File: src/rtl/exec_pkg.sv
// Shared definitions for the execute stage: op codes, mul/div FSM states, datapath width.
package exec_pkg;

    localparam int WIDTH = 32;

    localparam logic [3:0] OP_AND   = 4'b0000;
    localparam logic [3:0] OP_OR    = 4'b0001;
    localparam logic [3:0] OP_ADD   = 4'b0010;
    localparam logic [3:0] OP_XOR   = 4'b0011;
    localparam logic [3:0] OP_SUB   = 4'b0110;
    localparam logic [3:0] OP_SLT   = 4'b0111;
    localparam logic [3:0] OP_MULT  = 4'b1000;
    localparam logic [3:0] OP_MULTU = 4'b1001;
    localparam logic [3:0] OP_DIV   = 4'b1010;
    localparam logic [3:0] OP_DIVU  = 4'b1011;
    localparam logic [3:0] OP_NOR   = 4'b1100;
    localparam logic [3:0] OP_MFHI  = 4'b1101;
    localparam logic [3:0] OP_MFLO  = 4'b1110;

    typedef enum logic [1:0] {IDLE, MUL, DIV, DONE} md_state_t;

    function automatic logic is_muldiv(input logic [3:0] op);
        return op inside {OP_MULT, OP_MULTU, OP_DIV, OP_DIVU};
    endfunction

endpackage

File: src/rtl/exec_if.sv
// Decode/execute pipeline register contents and execute-stage results.
interface exec_if #(parameter int WIDTH = exec_pkg::WIDTH);

    logic             en;
    logic             start;
    logic [3:0]       ALUControlE;
    logic             ALUSrcE;
    logic [WIDTH-1:0] SrcAE;
    logic [WIDTH-1:0] SrcBE;
    logic [WIDTH-1:0] SignImm;
    logic [WIDTH-1:0] ALUOutE;
    logic             ZeroE;
    logic             busy;
    logic [WIDTH-1:0] hi;
    logic [WIDTH-1:0] lo;

    modport master (
        output en, start, ALUControlE, ALUSrcE, SrcAE, SrcBE, SignImm,
        input  ALUOutE, ZeroE, busy, hi, lo
    );

    modport slave (
        input  en, start, ALUControlE, ALUSrcE, SrcAE, SrcBE, SignImm,
        output ALUOutE, ZeroE, busy, hi, lo
    );

endinterface

File: src/rtl/exec_muldiv_seq.sv
// Iterative multiply/divide engine: one bit per cycle on magnitudes, sign fixup at the end,
// result committed to HI/LO.
module muldiv_seq
    import exec_pkg::*;
#(
    parameter int WIDTH = exec_pkg::WIDTH
) (
    input  logic             clk,
    input  logic             rst_n,
    input  logic             en,
    input  logic             start,
    input  logic [3:0]       op,
    input  logic [WIDTH-1:0] a,
    input  logic [WIDTH-1:0] b,
    output logic             busy,
    output logic [WIDTH-1:0] hi,
    output logic [WIDTH-1:0] lo
);

    localparam int CW = $clog2(WIDTH);

    md_state_t          state_q;
    logic [CW-1:0]      count_q;
    logic [2*WIDTH-1:0] acc_q;      // {remainder, quotient} or running {product_hi, product_lo/multiplier}
    logic [WIDTH-1:0]   opnd_q;     // multiplicand or divisor magnitude
    logic               neg_a_q;
    logic               neg_b_q;
    logic               div0_q;
    logic [WIDTH-1:0]   a_raw_q;

    logic               is_signed;
    logic               is_div;
    logic               sa;
    logic               sb;
    logic [WIDTH-1:0]   a_mag;
    logic [WIDTH-1:0]   b_mag;

    assign is_signed = (op == OP_MULT) || (op == OP_DIV);
    assign is_div    = (op == OP_DIV) || (op == OP_DIVU);
    assign sa        = is_signed & a[WIDTH-1];
    assign sb        = is_signed & b[WIDTH-1];
    assign a_mag     = sa ? -a : a;
    assign b_mag     = sb ? -b : b;

    assign busy = (state_q == IDLE && start && is_muldiv(op)) ||
                  (state_q == MUL) || (state_q == DIV);

    logic [WIDTH:0]     mul_sum;
    logic [2*WIDTH-1:0] mul_next;
    logic [WIDTH:0]     div_top;
    logic [WIDTH:0]     div_diff;
    logic               div_ok;
    logic [2*WIDTH-1:0] div_next;
    logic [2*WIDTH-1:0] prod;
    logic [WIDTH-1:0]   fix_hi;
    logic [WIDTH-1:0]   fix_lo;

    always_comb begin
        mul_sum  = {1'b0, acc_q[2*WIDTH-1:WIDTH]} +
                   ({1'b0, opnd_q} & {(WIDTH+1){acc_q[0]}});
        mul_next = {mul_sum, acc_q[WIDTH-1:1]};

        // Restoring step: shift the next dividend bit into the remainder, keep the
        // subtraction only if it did not go negative.
        div_top  = acc_q[2*WIDTH-1:WIDTH-1];
        div_diff = div_top - {1'b0, opnd_q};
        div_ok   = !div_diff[WIDTH];
        div_next = {(div_ok ? div_diff[WIDTH-1:0] : div_top[WIDTH-1:0]),
                    acc_q[WIDTH-2:0], div_ok};

        prod   = (neg_a_q ^ neg_b_q) ? -mul_next : mul_next;
        fix_hi = prod[2*WIDTH-1:WIDTH];
        fix_lo = prod[WIDTH-1:0];
        if (state_q == DIV) begin
            if (div0_q) begin
                fix_lo = '1;
                fix_hi = a_raw_q;
            end else begin
                fix_lo = (neg_a_q ^ neg_b_q) ? -div_next[WIDTH-1:0] : div_next[WIDTH-1:0];
                fix_hi = neg_a_q ? -div_next[2*WIDTH-1:WIDTH] : div_next[2*WIDTH-1:WIDTH];
            end
        end
    end

    // NOTE: every register here, HI/LO included, is cleared by the synchronous reset so a
    // reset mid-operation discards the partial result; all updates use non-blocking <=.
    always_ff @(posedge clk) begin
        if (!rst_n) begin
            state_q <= IDLE;
            count_q <= '0;
            acc_q   <= '0;
            opnd_q  <= '0;
            neg_a_q <= 1'b0;
            neg_b_q <= 1'b0;
            div0_q  <= 1'b0;
            a_raw_q <= '0;
            hi      <= '0;
            lo      <= '0;
        end else begin
            case (state_q)
                IDLE: begin
                    if (start && is_muldiv(op)) begin
                        count_q <= CW'(WIDTH - 1);
                        neg_a_q <= sa;
                        neg_b_q <= sb;
                        div0_q  <= is_div && (b == '0);
                        a_raw_q <= a;
                        if (is_div) begin
                            acc_q   <= {{WIDTH{1'b0}}, a_mag};
                            opnd_q  <= b_mag;
                            state_q <= DIV;
                        end else begin
                            acc_q   <= {{WIDTH{1'b0}}, b_mag};
                            opnd_q  <= a_mag;
                            state_q <= MUL;
                        end
                    end
                end
                MUL, DIV: begin
                    acc_q <= (state_q == DIV) ? div_next : mul_next;
                    if (count_q == '0) begin
                        hi      <= fix_hi;
                        lo      <= fix_lo;
                        state_q <= DONE;
                    end else begin
                        count_q <= count_q - CW'(1);
                    end
                end
                DONE: begin
                    if (en) state_q <= IDLE;
                end
                default: state_q <= IDLE;
            endcase
        end
    end

endmodule

File: src/rtl/exec_unit.sv
// Execute stage: combinational ALU and operand-B mux, with the iterative mul/div engine
// providing HI/LO and the stall request.
module exec_unit
    import exec_pkg::*;
#(
    parameter int WIDTH = exec_pkg::WIDTH
) (
    input  logic   clk,
    input  logic   rst_n,
    exec_if.slave  bus
);

    logic [WIDTH-1:0] src_b;
    logic [WIDTH-1:0] alu_y;
    logic [WIDTH-1:0] md_hi;
    logic [WIDTH-1:0] md_lo;
    logic             md_busy;

    assign src_b = bus.ALUSrcE ? bus.SignImm : bus.SrcBE;

    // Mul/div always takes SrcBE regardless of ALUSrcE.
    muldiv_seq #(.WIDTH(WIDTH)) u_muldiv (
        .clk   (clk),
        .rst_n (rst_n),
        .en    (bus.en),
        .start (bus.start),
        .op    (bus.ALUControlE),
        .a     (bus.SrcAE),
        .b     (bus.SrcBE),
        .busy  (md_busy),
        .hi    (md_hi),
        .lo    (md_lo)
    );

    always_comb begin
        alu_y = '0;
        case (bus.ALUControlE)
            OP_AND:  alu_y = bus.SrcAE & src_b;
            OP_OR:   alu_y = bus.SrcAE | src_b;
            OP_ADD:  alu_y = bus.SrcAE + src_b;
            OP_XOR:  alu_y = bus.SrcAE ^ src_b;
            OP_SUB:  alu_y = bus.SrcAE - src_b;
            OP_SLT:  alu_y = {{(WIDTH-1){1'b0}}, $signed(bus.SrcAE) < $signed(src_b)};
            OP_NOR:  alu_y = ~(bus.SrcAE | src_b);
            OP_MFHI: alu_y = md_hi;
            OP_MFLO: alu_y = md_lo;
            default: alu_y = '0;
        endcase
    end

    assign bus.ALUOutE = alu_y;
    assign bus.ZeroE   = (alu_y == '0);
    assign bus.busy    = md_busy;
    assign bus.hi      = md_hi;
    assign bus.lo      = md_lo;

endmodule

File: src/flat_wrapper.sv
// flat-port wrapper written by rule: the top's interface ports become plain ports
module exec_unit_flat import exec_pkg::*;
#(
    parameter int WIDTH = exec_pkg::WIDTH
)
  (clk, rst_n, bus_en, bus_start, bus_ALUControlE, bus_ALUSrcE, bus_SrcAE, bus_SrcBE, bus_SignImm, bus_ALUOutE, bus_ZeroE, bus_busy, bus_hi, bus_lo);
  exec_if #(.WIDTH(WIDTH)) bus_i ();
  input  logic clk;
  input  logic rst_n;
  input wire logic [$bits(bus_i.en)-1:0] bus_en;
  input wire logic [$bits(bus_i.start)-1:0] bus_start;
  input wire logic [$bits(bus_i.ALUControlE)-1:0] bus_ALUControlE;
  input wire logic [$bits(bus_i.ALUSrcE)-1:0] bus_ALUSrcE;
  input wire logic [$bits(bus_i.SrcAE)-1:0] bus_SrcAE;
  input wire logic [$bits(bus_i.SrcBE)-1:0] bus_SrcBE;
  input wire logic [$bits(bus_i.SignImm)-1:0] bus_SignImm;
  output wire logic [$bits(bus_i.ALUOutE)-1:0] bus_ALUOutE;
  output wire logic [$bits(bus_i.ZeroE)-1:0] bus_ZeroE;
  output wire logic [$bits(bus_i.busy)-1:0] bus_busy;
  output wire logic [$bits(bus_i.hi)-1:0] bus_hi;
  output wire logic [$bits(bus_i.lo)-1:0] bus_lo;
  assign bus_i.en = bus_en;
  assign bus_i.start = bus_start;
  assign bus_i.ALUControlE = bus_ALUControlE;
  assign bus_i.ALUSrcE = bus_ALUSrcE;
  assign bus_i.SrcAE = bus_SrcAE;
  assign bus_i.SrcBE = bus_SrcBE;
  assign bus_i.SignImm = bus_SignImm;
  assign bus_ALUOutE = bus_i.ALUOutE;
  assign bus_ZeroE = bus_i.ZeroE;
  assign bus_busy = bus_i.busy;
  assign bus_hi = bus_i.hi;
  assign bus_lo = bus_i.lo;
  exec_unit #(.WIDTH(WIDTH)) u_core (.clk(clk), .rst_n(rst_n), .bus(bus_i));
endmodule
File: config.mk
export PLATFORM = sky130hd
export DESIGN_NAME = exec_unit_flat
export DESIGN_NICKNAME = d
export VERILOG_FILES = /design/src/rtl/exec_pkg.sv /design/src/rtl/exec_if.sv /design/src/rtl/exec_muldiv_seq.sv /design/src/rtl/exec_unit.sv /design/src/flat_wrapper.sv
export SDC_FILE = /design/constraint.sdc
export NUM_CORES = 1
export LEC_CHECK = 0
export ABC_CLOCK_PERIOD_IN_PS = 7250
export CAP_MARGIN = 25
export CORE_ASPECT_RATIO = 1.75
export CORE_UTILIZATION = 60
export DETAILED_ROUTE_END_ITERATION = 6
export PLACE_DENSITY_LB_ADDON = 0.25
export RECOVER_POWER = 25
export SLEW_MARGIN = 20
export SYNTH_ARGS = -nofsm -noshare
export SYNTH_HDL_FRONTEND = slang
export SYNTH_HIERARCHICAL = 1
export SYNTH_SLANG_ARGS = --single-unit
File: constraint.sdc
create_clock -name clk -period 7.25 [get_ports clk]
set_input_delay 1.45 -clock clk [delete_from_list [all_inputs] [get_ports clk]]
set_output_delay 1.45 -clock clk [all_outputs]
set_load 0.05 [all_outputs]
==> run summary, run 1 <==
status: stopped before the end
Stop stage: 5_1_grt
Stop Error: [ERROR GRT-0116] Global routing finished with congestion. Check the congestion regions in the DRC Viewer.
Post-Synthesis Cell Area: 0.0252 mm^2
complex-gate fraction of the synthesized area: 31.2%
global-route wire length before repair: 205000 um
Ys Warns: 6
XOR/XNOR share of the synthesized area: 8.02%
clk buf depth: 3
syn_area_per_cell: 7.05 um^2
Detail Placement HPWL: 96500 um
Die Width: 157 um
htree depth: 1
FFs w/ async S/R, synth: 0%
final RePlAce weighted congestion: 1.14
fraction of the yosys area taken by sequential cells: 16.0%
Cell Rows: 99
Mapped Cells: 3580
Die Span Y: 273 um
adder-cell share of the synthesized area: 9.34%
largest family of logic cells by synthesized area: compound AO/OA/AOI/OAI gates
Cell Area, Placed: 0.0299 mm^2
# port buffers: 202
dpl cells: 4414
Simple-Gate Fraction of Synth Area: 23.6%
register bit total from synthesis: 202
syn_nets: 3871
Post-synth EDFFs: 0
IO Count: 203
grt total ovfl: 30
gr usage total: 63.1%
count of cell types in the netlist: 117
clock sink count: 202
Post-CTS Hold Fix Bufs: 0
vias in the first global route: 33.4k
mux cell area share after synthesis: 5.18%
main flop type after synthesis: dfxtp_1
cts bufs inserted: 18
CTS root buffer: clkbuf_16
Initial Util: 60.6%
largest net degree at the start of global routing: 85
metrics by stage:
| step | utilization (%) | worst slack, ns |
|---|---|---|
| after detailed placement | 71.8 | -0.410 |
| after floorplan | - | 0.0476 |
| after global placement | 71.8 | -0.385 |
| after CTS | 73.8 | 0.0139 |
cells in the mapped netlist (11+ instances only):
master / count / area, um^2
clkbuf_1: 204 / 766
a22oi_1: 30 / 225
o211ai_1: 66 / 495
nand2b_1: 23 / 144
inv_1: 171 / 642
a211oi_1: 122 / 916
nand3_1: 53 / 265
nor2_1: 385 / 1450
xor2_1: 100 / 876
mux2_2: 32 / 360
nand4_1: 21 / 131
or2_2: 18 / 113
o21ai_1: 16 / 80.1
o211a_1: 11 / 110
ha_1: 182 / 2280
o21a_1: 13 / 97.6
a31oi_1: 31 / 194
nand2_1: 359 / 1350
a21oi_1: 364 / 1820
and3_1: 24 / 150
nor4_1: 40 / 250
mux2i_1: 89 / 891
dfxtp_1: 202 / 4040
o21bai_1: 22 / 165
a221oi_1: 18 / 158
nand3b_1: 13 / 97.6
or4_1: 12 / 90.1
buf_2: 25 / 125
a221o_1: 15 / 150
or3_1: 37 / 231
o22ai_1: 19 / 119
xnor2_1: 131 / 1150
o221ai_1: 37 / 324
o31ai_1: 43 / 323
o41ai_1: 11 / 96.3
buf_1: 20 / 75.1
a21o_1: 47 / 353
o21ai_0: 176 / 881
nor3_1: 100 / 500
and2_1: 32 / 200
nor2b_1: 30 / 188
timing repair:
action / in CTS
setup endpoints to repair: 2
pin swaps: 10
resized for setup: 36
setup buffers: 4
kinds of logic after synthesis:
kind of cell / after synthesis
xor+xnor: 231
mux: 125
buf+inv: 430
simple gates: 1226
fa+ha+maj: 186
compound gates: 1180
flops: 202
routing by layer:
layer | global-route usage [%] | GRT overflow
met4 | 71.1 | 12
met5 | 3.02 | 0
met2 | 89.7 | 16
met1 | 60.9 | 0
met3 | 33.9 | 2
==> inputs of run 2 (changes only) <==
--- a/config.mk
+++ b/config.mk
@@ -7,10 +7,9 @@
 export LEC_CHECK = 0
 export ABC_CLOCK_PERIOD_IN_PS = 7250
 export CAP_MARGIN = 25
-export CORE_ASPECT_RATIO = 1.75
-export CORE_UTILIZATION = 60
+export CORE_UTILIZATION = 40
 export DETAILED_ROUTE_END_ITERATION = 6
-export PLACE_DENSITY_LB_ADDON = 0.25
+export PLACE_DENSITY_LB_ADDON = 0.15
 export RECOVER_POWER = 25
 export SLEW_MARGIN = 20
 export SYNTH_ARGS = -nofsm -noshare
==> run summary, run 2 <==
Slowest cell on crit path: or4b_4
worst vdd ir: 0.000437 V
top-count cell post-synth: nor2_1
routed vias: 30.2k
Detail Placement HPWL: 100000 um (+3.7%)
Synth area leaders: dfxtp_1 (16%), ha_1 (9.0%), a21oi_1 (7.2%)
initial antenna violation count: 7
Die Width: 253 um (+61%)
final setup fails: 1
commonest non-fill, non-tap cells in the layout: nor2_1 (383), a21oi_1 (361), nand2_1 (357)
clock input transition at the sequential cells of the worst setup and hold paths: 0.05 ns
fraction of the yosys area taken by sequential cells: 16.0% (unchanged)
largest family of logic cells by synthesized area: compound AO/OA/AOI/OAI gates
clk buf depth: 3 (unchanged)
cts bufs inserted: 26 (+8)
worst min-delay path startpoint: u_core/u_muldiv/opnd_q[7]
gr usage total: 37.5%
largest net degree at the start of global routing: 79
Worst R2R Path Depth: 24
Fmax: 138 MHz
vias in the first global route: 27.0k
slew at the pin closest to its max-slew limit: 3.24 ns
number of routed nets with antenna violations: 0
htree depth: 1 (unchanged)
Critical Path RT: 5.80 ns
CTS tree: built
max reg flops: 64
failing checks: design-rule violations, max-capacitance violations, max-slew violations, negative setup slack
First DRT Iteration DRCs: 3768
Synth area leader: dfxtp_1
top cells by count, synth: nor2_1 (385), a21oi_1 (364), nand2_1 (359), clkbuf_1 (204), dfxtp_1 (202)
max cap viols: 1
area share of the leading cell type in the synthesized netlist: 16.0% (unchanged)
register bit total from synthesis: 202 (unchanged)
CP Cell Sequence: buf_12 -> buf_8 -> mux2i_4 -> buf_6 -> ha_4 -> a211o_1 -> and3_4 -> a221o_1 -> a221oi_4 -> nand4_1 -> or4_4 -> or4b_4 -> nor4_4 -> buf_4 -> nand4b_1 -> nor4_4 -> buf_12
XOR/XNOR share of the synthesized area: 8.02% (unchanged)
period utilization: 100%
Core Box Area: 0.0621 mm^2
clock sink count: 202 (unchanged)
drc violations: 1
die area: 0.0641 mm^2
CP max stage delay: 0.54 ns
RSZ-0062 raised after global routing: true
Hold Path Cell Cnt: 2
kind of cell adding the most delay to the critical path: simple AND/OR/NAND/NOR gates
fill count: 6219
CP arrival: 5.81 ns
via/cell ratio: 6.34
CP Launch Type: primary input
IO Count: 203 (unchanged)
Fin. Hold Viols: 0
count of cell types in the netlist: 117 (unchanged)
commonest non-fill, non-tap cell in the layout: nor2_1
Min-Delay Endpoint: u_core/u_muldiv/opnd_q[7]
Detailed Routing Iterations Pass 1: 7
WS Path Type: in -> out
syn_nets: 3871 (unchanged)
main flop type after synthesis: dfxtp_1
final RePlAce weighted congestion: 1.12 (-1.6%)
R2R Setup Slk: 0.97 ns
clock skew: 0.0468 ns
global-route wire length before repair: 180000 um
Critical R2R Capture: u_core/u_muldiv/hi[26]
Crit Reg-Reg Startpoint: u_core/u_muldiv/acc_q[31]
Cell Rows: 91 (-8.1%)
Mapped Cells: 3580 (unchanged)
Ys Warns: 6 (unchanged)
post-route design area: 0.0317 mm^2
crit path time final: 7.26 ns
routed len/inst: 26.3 um
Initial Util: 40.7% (-20 points)
status: finished, violations left
Die Span Y: 253 um (-7.4%)
Largest Register: u_core/u_muldiv/acc_q
grt total ovfl: 0
Buf+Inv Stages, Crit Path: 5
FFs w/ async S/R, synth: 0% (unchanged)
HP Class: reg -> reg
complex-gate fraction of the synthesized area: 31.2% (unchanged)
Cell Area, Placed: 0.0302 mm^2 (+1.1%)
wirelength, routed: 125000 um
Final WS setup: -0.0115 ns
CP Capture Type: primary output
adder-cell share of the synthesized area: 9.34% (unchanged)
Post-synth EDFFs: 0 (unchanged)
share of cells above drive strength 1: 15.1%
Simple-Gate Fraction of Synth Area: 23.6% (unchanged)
Final Max Tran Viols: 68
Nets: 4189
total power draw: 9.89 mW
clock latency on the worst-skew pair: 0.58 ns
Pwr per Cell Area: 312 mW/mm^2
Lkg Pwr: 13.0 nW
CTS root buffer: clkbuf_16
Area Growth Syn to Fin: 25.5%
# port buffers: 202 (unchanged)
mux cell area share after synthesis: 5.18% (unchanged)
Worst Path Max Fanout: 4
slew margin rel.: -116%
syn_area_per_cell: 7.05 um^2 (unchanged)
Post-Synthesis Cell Area: 0.0252 mm^2 (unchanged)
[run 2: cell counts after synthesis]
No cell type changed its count.
[run 2: how the worst max path moves through the flow]
stage,from,endpoint,slack [ns],depth (start not counted)
3_3_place_gp,bus_SrcBE[0],bus_ZeroE,-0.40,19
6_report,bus_ALUSrcE,bus_ZeroE,-0.01,17
5_1_grt,bus_ALUSrcE,bus_ZeroE,-0.06,17
4_1_cts,bus_SrcBE[13],bus_ZeroE,0.0003,16
2_1_floorplan,bus_ALUSrcE,bus_ZeroE,0.05,17
3_5_place_dp,bus_SrcBE[0],bus_ZeroE,-0.46,19
[run 2: what timing repair did]
action | in CTS | in global routing
hold buffers | 0 | 0
resized for setup | 38 | 50
pin swaps | 16 | 19
setup endpoints to repair | 1 | 1
hold endpoints to repair | 0 | 0
setup buffers | 8 | 4
[run 2: kinds of logic after synthesis]
kind of cell / after synthesis
simple gates: 1226
compound gates: 1180
buf+inv: 430
fa+ha+maj: 186
xor+xnor: 231
flops: 202
mux: 125
[run 2: worst register-to-register path, cell delays in order, from the launching register on]
cell and delay [ns]:
dfxtp_1 0.31, buf_4 0.16, inv_1 0.08, ha_1 0.22, inv_1 0.07, fa_1 0.25, a211oi_1 0.13, o211a_1 0.27
or4_1 0.58, o21ai_1 0.29, and4b_1 0.38, nor3_2 0.06, buf_4 0.22, nor2_4 0.15, inv_2 0.05, buf_4 0.23
a21oi_1 0.28, ha_1 0.43, nand4_1 0.25, nor4_1 0.59, a21boi_1 0.34, o31ai_1 0.32, xor2_1 0.27, nand2_1 0.10
a31oi_1 0.16
[run 2: layout make-up]
type | instances | area (um^2) | share of cell area (%)
antenna | 5 | 12.5 | 0.0395
clock buffer | 39 | 749 | 2.37
clock inverter | 9 | 159 | 0.502
inverter | 174 | 661 | 2.09
multi-input combinational | 2948 | 20000 | 63.3
sequential | 202 | 4040 | 12.8
tap | 837 | 1050 | 3.31
timing repair buffer | 546 | 4960 | 15.6
[run 2: per-stage QoR]
stage          instances  hold WS, ns  setup WS, ns  utilization (%)  TNS [ns]
5_1_grt             4756        0.471       -0.0621             51.0   -0.0621
4_1_cts             4750        0.454      0.000342             50.5         0
6_report            4760        0.450       -0.0115             51.0   -0.0115
3_5_place_dp        4694        0.446        -0.458             48.7    -0.458
2_1_floorplan       3580        0.431        0.0476                -         0
3_3_place_gp        4693        0.439        -0.398             48.7    -0.398
[run 2: where the power goes]
part           leakage [nW]  total [mW]  switching, mW  internal [mW]
registers              1.64        1.84          0.503           1.34
clock network         0.441        1.40          0.548          0.855
logic                  10.9        6.65           4.27           2.38
total                  13.0        9.89           5.32           4.57
[run 2: per-layer routing]
layer / global-route usage [%] / up-vias / wire length [um]
met5: 0 / - / 16
met4: 16.5 / 2 / 6590
met3: 7.78 / 296 / 14300
met2: 54.9 / 1715 / 51600
met1: 52.3 / 14430 / 52700
li1: - / 13718 / -
No activity file was read; power rests on OpenSTA's default activity.
